$ cat src/rtl/mbist_fail_log.sv
// Synchronous first-word-fall-through FIFO that holds MBIST fail records.
// Ports:
//   clk, rst      rising-edge clock, asynchronous active-high reset
//   clear         synchronous flush; it takes priority over push and pop
//   push, din     enqueue; dropped when full unless a pop happens in the same cycle
//   pop           dequeue head; ignored while empty
//   dout          head entry, reads 0 while empty
//   full, empty   occupancy flags
module mbist_fail_log #(
    parameter int unsigned WIDTH = 28,
    parameter int unsigned DEPTH = 8
) (
    input  logic             clk,
    input  logic             rst,
    input  logic             clear,
    input  logic             push,
    input  logic             pop,
    input  logic [WIDTH-1:0] din,
    output logic [WIDTH-1:0] dout,
    output logic             full,
    output logic             empty
);

    localparam int unsigned PTR_W = (DEPTH > 1) ? $clog2(DEPTH) : 1;

    logic [WIDTH-1:0] mem [DEPTH];
    logic [PTR_W-1:0] wr_ptr;
    logic [PTR_W-1:0] rd_ptr;
    logic [PTR_W:0]   count;
    logic             do_push;
    logic             do_pop;

    assign full  = (count == (PTR_W+1)'(DEPTH));
    assign empty = (count == '0);

    // A pop on a full log frees the slot the simultaneous push needs.
    assign do_push = push && !clear && (!full || pop);
    assign do_pop  = pop && !clear && !empty;

    assign dout = empty ? '0 : mem[rd_ptr];

    always_ff @(posedge clk or posedge rst) begin
        if (rst) begin
            wr_ptr <= '0;
            rd_ptr <= '0;
            count  <= '0;
        end else if (clear) begin
            wr_ptr <= '0;
            rd_ptr <= '0;
            count  <= '0;
        end else begin
            if (do_push) wr_ptr <= wr_ptr + PTR_W'(1);
            if (do_pop)  rd_ptr <= rd_ptr + PTR_W'(1);
            if (do_push && !do_pop)
                count <= count + (PTR_W+1)'(1);
            else if (do_pop && !do_push)
                count <= count - (PTR_W+1)'(1);
        end
    end

    always_ff @(posedge clk) begin
        if (do_push) mem[wr_ptr] <= din;
    end

endmodule

$ cat config.mk
export PLATFORM = sky130hd
export DESIGN_NAME = mbist_fail_log
export DESIGN_NICKNAME = d
export VERILOG_FILES = /design/src/rtl/mbist_fail_log.sv
export SDC_FILE = /design/constraint.sdc
export NUM_CORES = 1
export LEC_CHECK = 0
export BUFFER_PORTS_ARGS = -buffer_cell sky130_fd_sc_hd__buf_2
export CAP_MARGIN = 20
export CORE_MARGIN = 2
export CORE_UTILIZATION = 28
export DETAILED_ROUTE_END_ITERATION = 8
export PLACE_DENSITY_LB_ADDON = 0.1
export SLEW_MARGIN = 20
export SYNTH_ARGS = -nofsm -noshare
export SYNTH_HDL_FRONTEND = slang
export SYNTH_SLANG_ARGS = --single-unit
$ cat constraint.sdc
create_clock -name clk -period 5.2 [get_ports clk]
set_input_delay 0.26 -clock clk [delete_from_list [all_inputs] [get_ports clk]]
set_output_delay 0.26 -clock clk [all_outputs]
set_load 0.02 [all_outputs]
* After elaboration in Yosys (flattened, before gate mapping)
Memories as Yosys holds them, arrays and structs flattened. Index checks and enable logic that the tools add are counted. Widths: inputs -> output; s select.
Word-level totals: register bits 10, memory bits (writable) 224, input bits 33, output and inout bits 30, logic and storage cells 35, memories kept 1
Operators by class: add/subtract/negate cells 4, eq/ne operators 1, mux-type cells 10, reduce and logical (&&, ||, !) cells 16
Memory list:
- mem | words 8, width 28, read ports 1, clocked after Yosys merged registers in 0, write ports 1, line 26 | logic [WIDTH-1:0] mem [DEPTH];
Operator list (count):
- $mux 28 | 1
- $mux 3 | 4
- $mux 4 | 3
- $add 3x1->3 const B | 2
- $logic_and 1x1->1 | 6
- $logic_not 1->1 | 5
- $add 4x1->4 const B | 1
- $eq 4x4->1 const B | 1
- $logic_not 4->1 | 1
- $reduce_bool 2->1 | 2
- $sub 4x1->4 const B | 1
- $reduce_bool 3->1 | 1
- $mux 1 | 2
- $logic_or 1x1->1 | 1

* Longest topological paths before layout
Gate-level depths: netlist of the first run.
word-level depth 9, gate-level depth with buffers 9

* Worst setup path after synthesis of the first run
OpenSTA, ideal clock, no wires.
kind input port to flip-flop, from input pop, to memory mem[0][0], enable pin, library setup time 0.484 ns, arrival time 3.581 ns, path slack 1.136 ns, stages on the path 5, path buffers 1, cells stage by stage clkbuf_1 > nand2b_1 > or2_1 > nand2b_1 > nor4_1
On the way: longest elaborated chain between the ends 4
Ends and longest elaborated chain:
- start: declaration | line 17 | input logic pop,
- $logic_or 1x1->1 | line 37 | assign do_push = push && !clear && (!full || pop);
- $logic_and 1x1->1 | line 37
- $mux 1 | line 62 | if (do_push) mem[wr_ptr] <= din;
- $mux 1 (not written as such) | line 62
- end: declaration | line 26
No other way between the ends.

* Final worst setup path of the first run
from register rd_ptr[0], to output dout[21]
On the way: longest elaborated chain between the ends 2
Ends and longest elaborated chain:
- start: declaration | line 28 | logic [PTR_W-1:0] rd_ptr;
- start signal: assignment | line 53 | if (do_pop) rd_ptr <= rd_ptr + PTR_W'(1);
- $mem_v2 8x28
- $mux 28 | line 40 | assign dout = empty ? '0 : mem[rd_ptr];
- end: declaration | line 19 | output logic [WIDTH-1:0] dout,
No other way between the ends.

==> impl_summary.txt, run 1 <==
----------------------------------------------------
[Cells and area]
  Diode insertion count for antenna repair ... 0
  Util after Layout ... 0.342
  Number of nets in the final layout ... 575
  Final Instance Area ... 11100 um^2
  Finished Layout Cells ... ~1000
  Share of final-layout standard cells stronger than drive strength 1 ... 0.317
  Relative area change from synthesis to final layout ... 20.4%

[STA]
  Post-route minimum period ... 3.36 ns
  Hold violation count in the final report ... 0
  Unrepaired setup endpoints after global routing ... false
  Clock Skew ... roughly 0.025 ns
  Slew at the pin closest to its max-slew limit ... 1.04 ns
  Final total negative setup slack ... 0 ns
  Fmax ... 298 MHz
  Final setup violation count ... 0
  Final-report max-slew violation count ... 0
  Share of the clock period used by the worst path ... 0.646
  Fin worst setup slack ... 1.84 ns
  Worst hold-check slack ... 0.0170 ns
  Worst slew margin relative to its limit ... 0.301

[Critical path]
  FF-to-FF setup slack ... approximately 2.4 ns
  Critical Path End Type ... output pin
  Worst flop-to-flop path startpoint ... count[0]
  Largest fanout on the critical path ... 41
  FF-to-FF End ... mem[1][13]
  Cells traversed along the worst timing path ... buf_4 -> mux4_2 -> mux2i_1 -> nor2_1 -> buf_2
  Register-to-Register Path Depth ... 5
  CP Buf/Inv Count ... 2
  Depth of the critical timing path with buffers and inverters included ... 5
  Critical Path Start Type ... flop
  Crit path kind ... reg -> out
  Cell with the largest stage delay on the worst path ... sky130_fd_sc_hd__dfrtp_4
  Crit-path max cell delay ... 1.01 ns
  Family with the most delay on the worst path ... flip-flops
  Data arrival at the endpoint of the critical path ... 3.10 ns
  Required time reported for the critical path endpoint ... 4.94 ns

[Synthesis]
  Number of flops mapped to enable cells by yosys ... 224
  Most instantiated library cell after synthesis ... sky130_fd_sc_hd__edfxtp_1
  Netlist area before placement ... 9250 um^2
  Post-synthesis area per instance ... 20.9 um^2
  Sequential-to-total area share from yosys stat ... 0.755
  Share of Yosys cell area claimed by the top area cell type ... 0.727
  Number of instances in the synthesized netlist ... 442
  Post-synthesis net count ... 480
  Cell types with the highest counts after synthesis ... sky130_fd_sc_hd__edfxtp_1 (224), sky130_fd_sc_hd__mux4_2 (56), sky130_fd_sc_hd__nor2_1 (45)
  Synth Warn # ... 0
  Post-synth ARST share ... 0.0427
  Synth cell types ... 36
  Largest area contributor in the netlist ... sky130_fd_sc_hd__edfxtp_1
  #FFs+latches synth ... about 230
  Biggest area contributors in the synthesized netlist ... sky130_fd_sc_hd__edfxtp_1 (73%), sky130_fd_sc_hd__mux4_2 (14%), sky130_fd_sc_hd__mux2i_1 (3.4%)
  Commonest register cell after synthesis ... sky130_fd_sc_hd__edfxtp_1

[Floorplan]
  Core region area ... 32500 um^2
  Starting utilization of the core area ... 0.284
  Horizontal die dimension ... 186 um
  Top-level I/O count ... 63
  Die Outline Area ... 34500 um^2
  Overall die height ... 186 um
  Number of core rows ... 66

[Detailed routing]
  Drc violations ... 0
  Wire length reported by the detailed router ... 20.7 mm
  Total via count after detailed routing ... approximately 4500
  Wire length per cell after detailed routing ... 20.7 um
  1st-pass router iterations ... 4
  First DRT Iteration DRCs ... 264
  Drt via density ... approximately 4.5
  Residual antenna-violating net count after detailed routing ... 0

[Pwr]
  P per Cell Area ... ~490 nW/um^2
  Static leakage power ... ~3.5 nW
  Max VDD drop ... 0.288 mV
  Overall Power ... 5.43 mW

[Clock network]
  Maximum count of clock buffers along a single path ... 3
  Hold_buf cts ... 17
  Source-to-sink clock delay at the later pin of the worst-skew pair ... 0.54 ns
  TritonCTS clock tree ... yes
  Post-CTS sizing ... 0
  Count of buffers added by post-CTS timing repair for setup ... 0
  Cts bufs inserted ... 26
  CTS Sinks ... 234
  Number of H-tree levels ... 1
  Clock-pin transition on the worst setup and hold timing paths ... 0.06 ns
  Clock tree root driver cell ... sky130_fd_sc_hd__clkbuf_16

[GRT]
  Initial antenna violation count ... 1
  Overall global routing resource usage ... 0.123
  Vias in the first global route ... 4965
  GRT overflow ... 0
  Global-route wire length before repair ... 31.0 mm
  Pin count of the biggest net entering global routing ... 42

[Place]
  Area of placed instances ... 10100 um^2
  Placed cell count ... between 900 and 1000
  Worst slack at placement ... around 2.3 ns
  Placer's final routability congestion estimate ... 0.669
  Buffers on Ports ... 62
  HPWL after DPL ... between 10 and 15 mm

[Run]
  Maximum Capacitance Violations ... 0

[Hold path]
  Worst hold path type ... in -> reg
  Worst hold stages ... 1
  Hold Path Origin ... din[13]
  Capture endpoint of the worst hold path ... mem[2][13]

[Status]
  Outcome ... finished, final reports clean

----------------------------------------------------
## sequential cells by signal, summed over array words and instances, names as in the netlist
signal  flops
mem       224
count       4
rd_ptr      3
wr_ptr      3
## layer usage
metal | wire length [um] | vias to the layer above | part of all wire | global-route usage
met2 | 10300 | 81 | 0.50 | 0.216
met1 | 9190 | 2359 | 0.44 | 0.158
met5 | 11 | - | 0.00053 | 0
met3 | 769 | 30 | 0.037 | 0.0227
li1 | - | 1995 | - | -
met4 | 406 | 2 | 0.020 | 0.0287
## cell usage in the layout, fill, tap and decap left out, types with 7 or more instances in the layout
| cell type | instances |
|---|---|
| sky130_fd_sc_hd__dfrtp_1 | 7 |
| sky130_fd_sc_hd__buf_2 | 62 |
| sky130_fd_sc_hd__nor2_1 | 41 |
| sky130_fd_sc_hd__edfxtp_1 | 224 |
| sky130_fd_sc_hd__mux4_2 | 56 |
| sky130_fd_sc_hd__clkinv_1 | 7 |
| sky130_fd_sc_hd__clkbuf_1 | 8 |
| sky130_fd_sc_hd__buf_4 | 12 |
| sky130_fd_sc_hd__dlygate4sd3_1 | 17 |
| sky130_fd_sc_hd__mux2i_1 | 31 |
| sky130_fd_sc_hd__clkbuf_16 | 26 |
## how the worst max path moves through the flow
stage,to,from,slack [ns]
after floorplan,mem[0][0],pop,1.14
after global placement,dout[21],rd_ptr[0],2.30
after detailed placement,dout[26],rd_ptr[0],2.27
after CTS,dout[26],rd_ptr[0],1.70
after global routing,dout[26],rd_ptr[0],1.59
final,dout[21],rd_ptr[0],1.84
## logic make-up (layout without fill, tap and decap cells)
group                      after synthesis  in the layout  share of synthesized area
adders and majority gates                5              5                    0.00758
xor gates and xnor gates                 7              7                    0.00663
muxes                                   87             87                      0.170
AOI/OAI and AO/OA                       12             12                     0.0112
DFF                                    234            234                      0.755
and+or+nand+nor                         69             69                     0.0332
buffers and inverters                   28            142                     0.0169
## power by group
part	leakage, nW	total (mW)	internal, mW	switching [mW]
clock network	0.394	1.79	1.07	0.719
logic	0.997	1.34	0.604	0.732
registers	2.15	2.31	2.13	0.174
## layout make-up
class / count / area (um^2)
inverters: 4 / 15.0
clock buffers: 34 / 681
clock inverters: 13 / 145
well taps: 442 / 553
fillers: 3144 / 21400
multi-input cells: 180 / 2180
flip-flops and latches: 234 / 6980
repair buffers: 91 / 571
(Power assumes the default switching activity.)
==> run 2, diff against run 1 <==
ABC_AREA = 1   (was not set)
clock period = 2.9 ns   (was 5.2 ns; I/O delays follow)
==> run 2 against run 1 <==
Die area grew 2.0%. Cell count increased by 33%. Largest power group unchanged. Worst hold slack gained 0.13 ns. Largest cell class unchanged.
==> impl_summary.txt, run 2 <==
----------------------------------------------------
[Detailed routing]
  Top metal layer carrying routed signals ... met4
  Drt via density ... 4.60 (+2.7%)
  First DRT Iteration DRCs ... 295 (+12%)
  Drc violations ... 0 (unchanged)
  Wire length per cell after detailed routing ... 18.2 um (-12%)
  Wl on met1 ... 11.0 mm (+19%)
  Total via count after detailed routing ... 6089 (+36%)
  WL met2 ... 11.8 mm (+15%)
  Wire length reported by the detailed router ... 24.1 mm (+17%)
  Routed length on met3 ... 816 um (+6.1%)
  1st-pass router iterations ... 4 (unchanged)
  Residual antenna-violating net count after detailed routing ... 0 (unchanged)

[Cells and area]
  Largest register FFs ... 224 (unchanged)
  Biggest regs ... mem x224, count x4
  Final Instance Area ... 11500 um^2 (+3.7%)
  Relative area change from synthesis to final layout ... 22.3%
  Number of nets in the final layout ... 894 (+55%)
  Most common library cell in the layout ignoring fill and taps ... sky130_fd_sc_hd__edfxtp_1
  FILL cells ... 3335 (+6.1%)
  Diode insertion count for antenna repair ... 0 (unchanged)
  Most frequent cells in the layout ... sky130_fd_sc_hd__edfxtp_1 (224), sky130_fd_sc_hd__nor2_1 (202), sky130_fd_sc_hd__o21ai_0 (78), sky130_fd_sc_hd__buf_2 (62), sky130_fd_sc_hd__nand2_1 (56)
  Share of final-layout standard cells stronger than drive strength 1 ... 0.154 (-0.162)
  Register bank with the most flops ... mem

[Synthesis]
  #FFs+latches synth ... 234 (unchanged)
  Most instantiated library cell after synthesis ... sky130_fd_sc_hd__edfxtp_1
  Multiplexer share of the synthesized area ... 0 (-0.170)
  Area share of xor/xnor cells in the synthesized design ... 0.000928 (-0.00570)
  Cell types with the highest counts after synthesis ... sky130_fd_sc_hd__edfxtp_1 (224), sky130_fd_sc_hd__nor2_1 (210), sky130_fd_sc_hd__o21ai_0 (78)
  Post-synthesis area per instance ... 12.4 um^2 (-41%)
  Commonest register cell after synthesis ... sky130_fd_sc_hd__edfxtp_1
  Largest area contributor in the netlist ... sky130_fd_sc_hd__edfxtp_1
  Share of Yosys cell area claimed by the top area cell type ... 0.713 (-0.0148)
  Post-synth ARST share ... 0.0427 (unchanged)
  Combinational family with the most area after synthesis ... simple AND/OR/NAND/NOR gates
  Compound-cell area share of the yosys netlist ... 0.107 (+0.0954)
  Synth Warn # ... 0 (unchanged)
  Sequential-to-total area share from yosys stat ... 0.739 (-0.0153)
  Post-synthesis net count ... 797 (+66%)
  Number of flops mapped to enable cells by yosys ... 224 (unchanged)
  Number of instances in the synthesized netlist ... 759 (+72%)
  Synth cell types ... 25 (-31%)
  Fraction of the mapped netlist area in adder cells ... 0.00742 (-0.000154)
  Biggest area contributors in the synthesized netlist ... sky130_fd_sc_hd__edfxtp_1 (71%), sky130_fd_sc_hd__nor2_1 (8.4%), sky130_fd_sc_hd__o21ai_0 (4.1%)
  Netlist area before placement ... 9440 um^2 (+2.1%)
  Basic-gate share of the synthesized area counting and, or, nand and nor cells ... 0.113 (+0.0794)

[Pwr]
  P per Cell Area ... 859 nW/um^2 (+76%)
  NetSw ... 3.30 mW (+100%)
  Clock share of power ... 0.335 (+0.006)
  Cell-internal power ... 6.61 mW (+74%)
  Max VDD drop ... 0.440 mV (+53%)
  Static leakage power ... 4.06 nW (+14%)
  Part of the total power dissipated in sequential elements ... 0.393 (-0.032)
  Sw Share ... 0.333 (+0.0335)
  Combinational fraction of design power ... 0.272 (+0.026)

[Clock network]
  CTS Sinks ... 234 (unchanged)
  TritonCTS clock tree ... yes
  Cts bufs inserted ... 28 (+7.7%)
  Clock-pin transition on the worst setup and hold timing paths ... 0.06 ns (about the same)
  Count of buffers added by post-CTS timing repair for setup ... 0 (unchanged)
  Number of H-tree levels ... 1 (unchanged)
  Maximum count of clock buffers along a single path ... 3 (unchanged)
  Source-to-sink clock delay at the later pin of the worst-skew pair ... 0.54 ns (about the same)
  Clock tree root driver cell ... sky130_fd_sc_hd__clkbuf_16

[Floorplan]
  Starting utilization of the core area ... 0.283 (-0.00132)
  Horizontal die dimension ... 188 um (+1.0%)
  Core region area ... 33400 um^2 (+2.5%)
  Overall die height ... 188 um (+1.0%)
  Die Outline Area ... 35200 um^2 (+2.0%)
  Number of core rows ... 67 (+1.5%)
  Top-level I/O count ... 63 (unchanged)

[Critical path]
  Critical Path End Type ... output pin
  Register-to-Register Path Depth ... 8 (+3)
  Cells traversed along the worst timing path ... buf_4 -> o21ai_0 -> o22ai_1 -> nor2_1 -> nor2_1 -> buf_2
  Critical Path Start Type ... flop
  Crit path kind ... reg -> out
  Most used cell, CP ... sky130_fd_sc_hd__nor2_1
  Crit-path max cell delay ... 0.77 ns (-0.24 ns)
  Family with the most delay on the worst path ... flip-flops
  Data arrival at the endpoint of the critical path ... 2.48 ns (-0.62 ns)
  Largest fanout on the critical path ... 31 (-24%)
  CP Buf/Inv Count ... 2 (unchanged)
  Depth of the critical timing path with buffers and inverters included ... 6 (+1)
  Cell with the largest stage delay on the worst path ... sky130_fd_sc_hd__dfrtp_2
  Required time reported for the critical path endpoint ... 2.76 ns (-2.18 ns)

[Place]
  HPWL after DPL ... 14.3 mm (+24%)
  Placer's final routability congestion estimate ... 0.755 (+13%)
  Buffers on Ports ... 62 (unchanged)
  Area of placed instances ... 10400 um^2 (+2.3%)

[GRT]
  Vias in the first global route ... 6206 (+25%)
  GRT overflow ... 0 (unchanged)
  Global-route wire length before repair ... 36.9 mm (+19%)
  Overall global routing resource usage ... 0.135 (+0.0122)
  Pin count of the biggest net entering global routing ... 114 (+170%)
  Initial antenna violation count ... 0 (-1)

[STA]
  Final setup violation count ... 0 (unchanged)
  Hold violation count in the final report ... 0 (unchanged)
  Post-route minimum period ... 2.62 ns
  Unrepaired setup endpoints after global routing ... false
  Clock Skew ... 0.0215 ns (-0.00300 ns)
  Slew at the pin closest to its max-slew limit ... 0.622 ns (-0.417 ns)
  Fmax ... 382 MHz
  Final total negative setup slack ... 0 ns (unchanged)
  Share of the clock period used by the worst path ... 0.904
  Final-report max-slew violation count ... 0 (unchanged)
  Worst slew margin relative to its limit ... 0.585 (+0.284)

[Status]
  Outcome ... finished, final reports clean

[Run]
  Maximum Capacitance Violations ... 0 (unchanged)

[Hold path]
  Worst hold path type ... in -> async

----------------------------------------------------
-- run 2: changes by cell type after synthesis, moves of 5 or more --
cell	before	now
sky130_fd_sc_hd__o22ai_1	0	28
sky130_fd_sc_hd__clkbuf_1	6	17
sky130_fd_sc_hd__o21ai_1	1	42
sky130_fd_sc_hd__inv_1	4	16
sky130_fd_sc_hd__buf_4	2	7
sky130_fd_sc_hd__mux4_2	56	0
sky130_fd_sc_hd__o211ai_1	2	28
sky130_fd_sc_hd__mux2i_1	31	0
sky130_fd_sc_hd__nor2_1	45	210
sky130_fd_sc_hd__nand2_1	4	57
sky130_fd_sc_hd__o21ai_0	1	78
-- run 2: tightest hold or removal path, delay by kind of cell --
family | cells | cell delay (ns)
buffers and inverters | 3 | 0.96
-- run 2: cell type report --
class / count / area (um^2) / share of cell area
Inverter: 17 / 65.1 / 0.00564
Clock buffer: 33 / 741 / 0.0642
Tap cell: 448 / 561 / 0.0486
Sequential cell: 234 / 6980 / 0.605
Clock inverter: 17 / 129 / 0.0112
Multi-Input combinational cell: 463 / 2210 / 0.191
Timing Repair Buffer: 112 / 851 / 0.0737
-- run 2: kinds of logic after synthesis --
group | count (synthesis)
AO/OA/AOI/OAI | 180
XOR/XNOR | 1
adder cells (fa/ha/maj) | 5
buffers and inverters | 62
flip-flops | 234
AND/OR/NAND/NOR | 277
-- run 2: metal layers --
layer / global-route usage / up-vias
li1: - / 2924
met1: 0.174 / 3017
met2: 0.240 / 115
met3: 0.0182 / 33
met4: 0.0366 / 0
met5: 0 / -
-- run 2: stage by stage --
| stage | instances | worst slack [ns] | power (mW) | hold WS [ns] | util |
|---|---|---|---|---|---|
| floorplan | 759 | 0.349 | 5.76 | -0.0148 | - |
| global placement | 1243 | 0.702 | 6.68 | 0.153 | 0.310 |
| detailed placement | 1243 | 0.637 | 6.70 | 0.167 | 0.310 |
| CTS | 1324 | 0.180 | 10.1 | 0.134 | 0.346 |
| global route | 1324 | 0.0487 | 10.5 | 0.176 | 0.346 |
| finish | 1324 | 0.279 | 9.91 | 0.144 | 0.346 |
-- run 2: power groups by stage --
stage,Sequential [mW],Clock (mW),Combinational [mW]
after floorplan,3.92,0,1.84
after global placement,3.97,0,2.71
after detailed placement,3.97,0,2.73
after CTS,3.90,3.42,2.77
after global routing,3.91,3.55,3.01
final,3.90,3.32,2.70
-- run 2: path summary, 6_finish.rpt --
| kind | to | slack (ns) | start |
|---|---|---|---|
| max | dout[27] | 0.28 | rd_ptr[1] |
| min | wr_ptr[0] | 0.14 | rst |
| max reg2reg | mem[6][5] | 0.66 | count[3] |
| min reg2reg | count[0] | 0.56 | count[0] |
| max in group asynchronous | rd_ptr[0] | 2.42 | rst |
| min in group clk | rd_ptr[2] | 0.16 | pop |
-- run 2: what timing repair did --
| item | in CTS | in global routing |
|---|---|---|
| hold buffers | 31 | 0 |
| endpoints found under the setup margin | 0 | 0 |
| hold endpoints to repair | 236 | 0 |
| gates resized for setup | 0 | 0 |
==> run 3, diff against run 2 <==
REMOVE_ABC_BUFFERS = 1   (was not set)
==> run 3 against run 2 <==
Clock power fell by 4%. Global-route usage fell by 0.25 points. Core utilization decreased by 0.10 points. Sequential cell count is the same. Critical path type unchanged. Wire length down 4.1%. Total power decreased by 1.9%. Clock skew shrank 0.013 ns. Combinational power decreased by 2%. Fmax grew 0.29%. Sequential power about the same. Register-to-register slack gained 0.03 ns.
==> impl_summary.txt, run 3 (synthesis gave the netlist of run 2 again) <==
----------------------------------------------------
[STA]
  Hold violation count in the final report ... 0 (unchanged)
  Slew at the pin closest to its max-slew limit ... 0.647 ns (+0.0252 ns)
  Final setup violation count ... 0 (unchanged)
  Worst hold-check slack ... 0.149 ns (+0.00516 ns)
  Share of the clock period used by the worst path ... 0.901 (-0.00262)
  Final total negative setup slack ... 0 ns (unchanged)
  Clock Skew ... 0.00822 ns (-0.0133 ns)
  Worst slew margin relative to its limit ... 0.568 (-0.0168)
  Final-report max-slew violation count ... 0 (unchanged)
  Unrepaired setup endpoints after global routing ... false
  Fmax ... 383 MHz (+0.29%)
  Post-route minimum period ... 2.61 ns (-0.00760 ns)

[Floorplan]
  Number of core rows ... 67 (unchanged)
  Horizontal die dimension ... 188 um (unchanged)
  Overall die height ... 188 um (unchanged)
  Die Outline Area ... 35200 um^2 (unchanged)
  Top-level I/O count ... 63 (unchanged)
  Core region area ... 33400 um^2 (unchanged)
  Starting utilization of the core area ... 0.283 (unchanged)

[Critical path]
  CP Buf/Inv Count ... 3 (+1)
  FF-to-FF setup slack ... 0.69 ns (+0.03 ns)
  Critical Path End Type ... output pin
  Cells traversed along the worst timing path ... clkinv_2 -> buf_4 -> o21ai_0 -> o22ai_1 -> nor2_1 -> nor2_1 -> buf_2
  Largest fanout on the critical path ... 31 (unchanged)
  Cell with the largest stage delay on the worst path ... sky130_fd_sc_hd__dfrtp_4
  Crit path kind ... reg -> out
  Crit-path max cell delay ... 0.59 ns (-0.18 ns)
  Data arrival at the endpoint of the critical path ... 2.47 ns (about the same)
  Most used cell, CP ... sky130_fd_sc_hd__nor2_1
  Worst flop-to-flop path startpoint ... count[3]
  Register-to-Register Path Depth ... 8 (unchanged)
  Family with the most delay on the worst path ... buffers and inverters
  Required time reported for the critical path endpoint ... 2.76 ns (about the same)
  Critical Path Start Type ... flop
  FF-to-FF End ... mem[6][27]

[Detailed routing]
  Residual antenna-violating net count after detailed routing ... 0 (unchanged)
  Wire length reported by the detailed router ... 23.1 mm (-4.1%)
  Drc violations ... 0 (unchanged)
  1st-pass router iterations ... 4 (unchanged)
  Wire length per cell after detailed routing ... 17.4 um (-4.3%)
  Drt via density ... 4.58 (-0.45%)
  Total via count after detailed routing ... 6071 (-0.30%)
  First DRT Iteration DRCs ... 343 (+16%)

[Pwr]
  Overall Power ... 9.72 mW (-1.9%)
  Max VDD drop ... 0.411 mV (-6.8%)
  P per Cell Area ... 845 nW/um^2 (-1.6%)
  Static leakage power ... 4.03 nW (-0.62%)

[Cells and area]
  Largest register FFs ... 224 (unchanged)
  Number of nets in the final layout ... 895 (+0.11%)
  Register bank with the most flops ... mem
  Diode insertion count for antenna repair ... 0 (unchanged)
  Most frequent cells in the layout ... sky130_fd_sc_hd__edfxtp_1 (224), sky130_fd_sc_hd__nor2_1 (202), sky130_fd_sc_hd__o21ai_0 (78), sky130_fd_sc_hd__buf_2 (62), sky130_fd_sc_hd__nand2_1 (56)
  Final Instance Area ... 11500 um^2 (-0.30%)
  FILL cells ... 3379 (+1.3%)
  Sequential Area ... 6980 um^2 (unchanged)
  Share of final-layout standard cells stronger than drive strength 1 ... 0.150 (-0.00377)
  Multi-input gate area ... 2210 um^2 (unchanged)
  Biggest regs ... mem x224, count x4
  Most common library cell in the layout ignoring fill and taps ... sky130_fd_sc_hd__edfxtp_1
  Util after Layout ... 0.345 (-0.00105)
  Relative area change from synthesis to final layout ... 21.9%

[Clock network]
  Hold_buf cts ... 31 (unchanged)
  Clock tree root driver cell ... sky130_fd_sc_hd__clkbuf_16
  CTS Sinks ... 234 (unchanged)
  Number of H-tree levels ... 1 (unchanged)
  Post-CTS sizing ... 0 (unchanged)
  Cts bufs inserted ... 28 (unchanged)
  Maximum count of clock buffers along a single path ... 3 (unchanged)
  Clock-pin transition on the worst setup and hold timing paths ... 0.06 ns (about the same)
  Count of buffers added by post-CTS timing repair for setup ... 0 (unchanged)
  Source-to-sink clock delay at the later pin of the worst-skew pair ... 0.53 ns (about the same)
  TritonCTS clock tree ... yes

[Place]
  Placer's final routability congestion estimate ... 0.718 (-4.9%)
  HPWL after DPL ... 12.9 mm (-9.7%)
  Buffers on Ports ... 62 (unchanged)
  Area of placed instances ... 10400 um^2 (about the same)

[GRT]
  Global-route met1 utilization ... 0.169 (-0.00408)
  GRT overflow ... 0 (unchanged)
  Global-route track usage on met3 ... 0.0255 (+0.00730)
  Overall global routing resource usage ... 0.133 (-0.00248)
  Global-route wire length before repair ... 36.3 mm (-1.5%)
  Pin count of the biggest net entering global routing ... 95 (-17%)
  Initial antenna violation count ... 0 (unchanged)
  Met2 routing resource usage after global routing ... 0.235 (-0.00470)
  Vias in the first global route ... 6280 (+1.2%)
  Layer with the highest usage after global routing ... met2

[Hold path]
  Worst hold path type ... in -> async

[Status]
  Outcome ... finished, final reports clean

[Run]
  Maximum Capacitance Violations ... 0 (unchanged)

----------------------------------------------------
run 3: worst register-to-register path: stages (launching register included):
cell and delay [ns]:
sky130_fd_sc_hd__dfrtp_1 0.40, sky130_fd_sc_hd__inv_1 0.11, sky130_fd_sc_hd__nor2_1 0.05, sky130_fd_sc_hd__nand3_1 0.10
sky130_fd_sc_hd__nand2_1 0.13, sky130_fd_sc_hd__inv_1 0.16, sky130_fd_sc_hd__nand2_1 0.26, sky130_fd_sc_hd__nor2_4 0.14
sky130_fd_sc_hd__buf_4 0.47
run 3: area by class of cell:
cell class,count,share of cell area
flip-flops and latches,234,0.607
multi-input cells,463,0.192
repair buffers,113,0.0735
clock buffers,38,0.0660
well taps,448,0.0487
clock inverters,13,0.00696
inverters,17,0.00566
run 3: worst max-delay path by stage:
stage,cells after the start,endpoint,slack [ns],start
after global placement,8,mem[6][19],0.71,count[3]
final,7,dout[27],0.29,rd_ptr[0]
after detailed placement,8,mem[3][15],0.67,count[3]
after floorplan,5,dout[0],-0.84,rd_ptr[0]
after global routing,7,dout[23],0.1,rd_ptr[0]
after CTS,7,dout[5],0.21,rd_ptr[0]
run 3: metrics by stage:
stage	std cells	setup slack [ns]
after detailed placement	1244	0.672
after global routing	1326	0.0973
after CTS	1326	0.208
final	1326	0.287
after global placement	1244	0.713
after floorplan	714	-0.842
run 3: metal layers:
metal | vias to the layer above | part of all wire | wire (um)
met5 | - | 0 | 0
met4 | 0 | 0.018 | 424
met2 | 112 | 0.50 | 11500
li1 | 2921 | - | -
met1 | 3008 | 0.44 | 10200
met3 | 30 | 0.043 | 999
run 3: report_power, final:
group	total (mW)	switching (mW)	internal (mW)	leakage, nW
clock network	3.18	1.28	1.90	0.410
registers	3.90	0.0864	3.81	2.15
logic	2.65	1.83	0.814	1.47
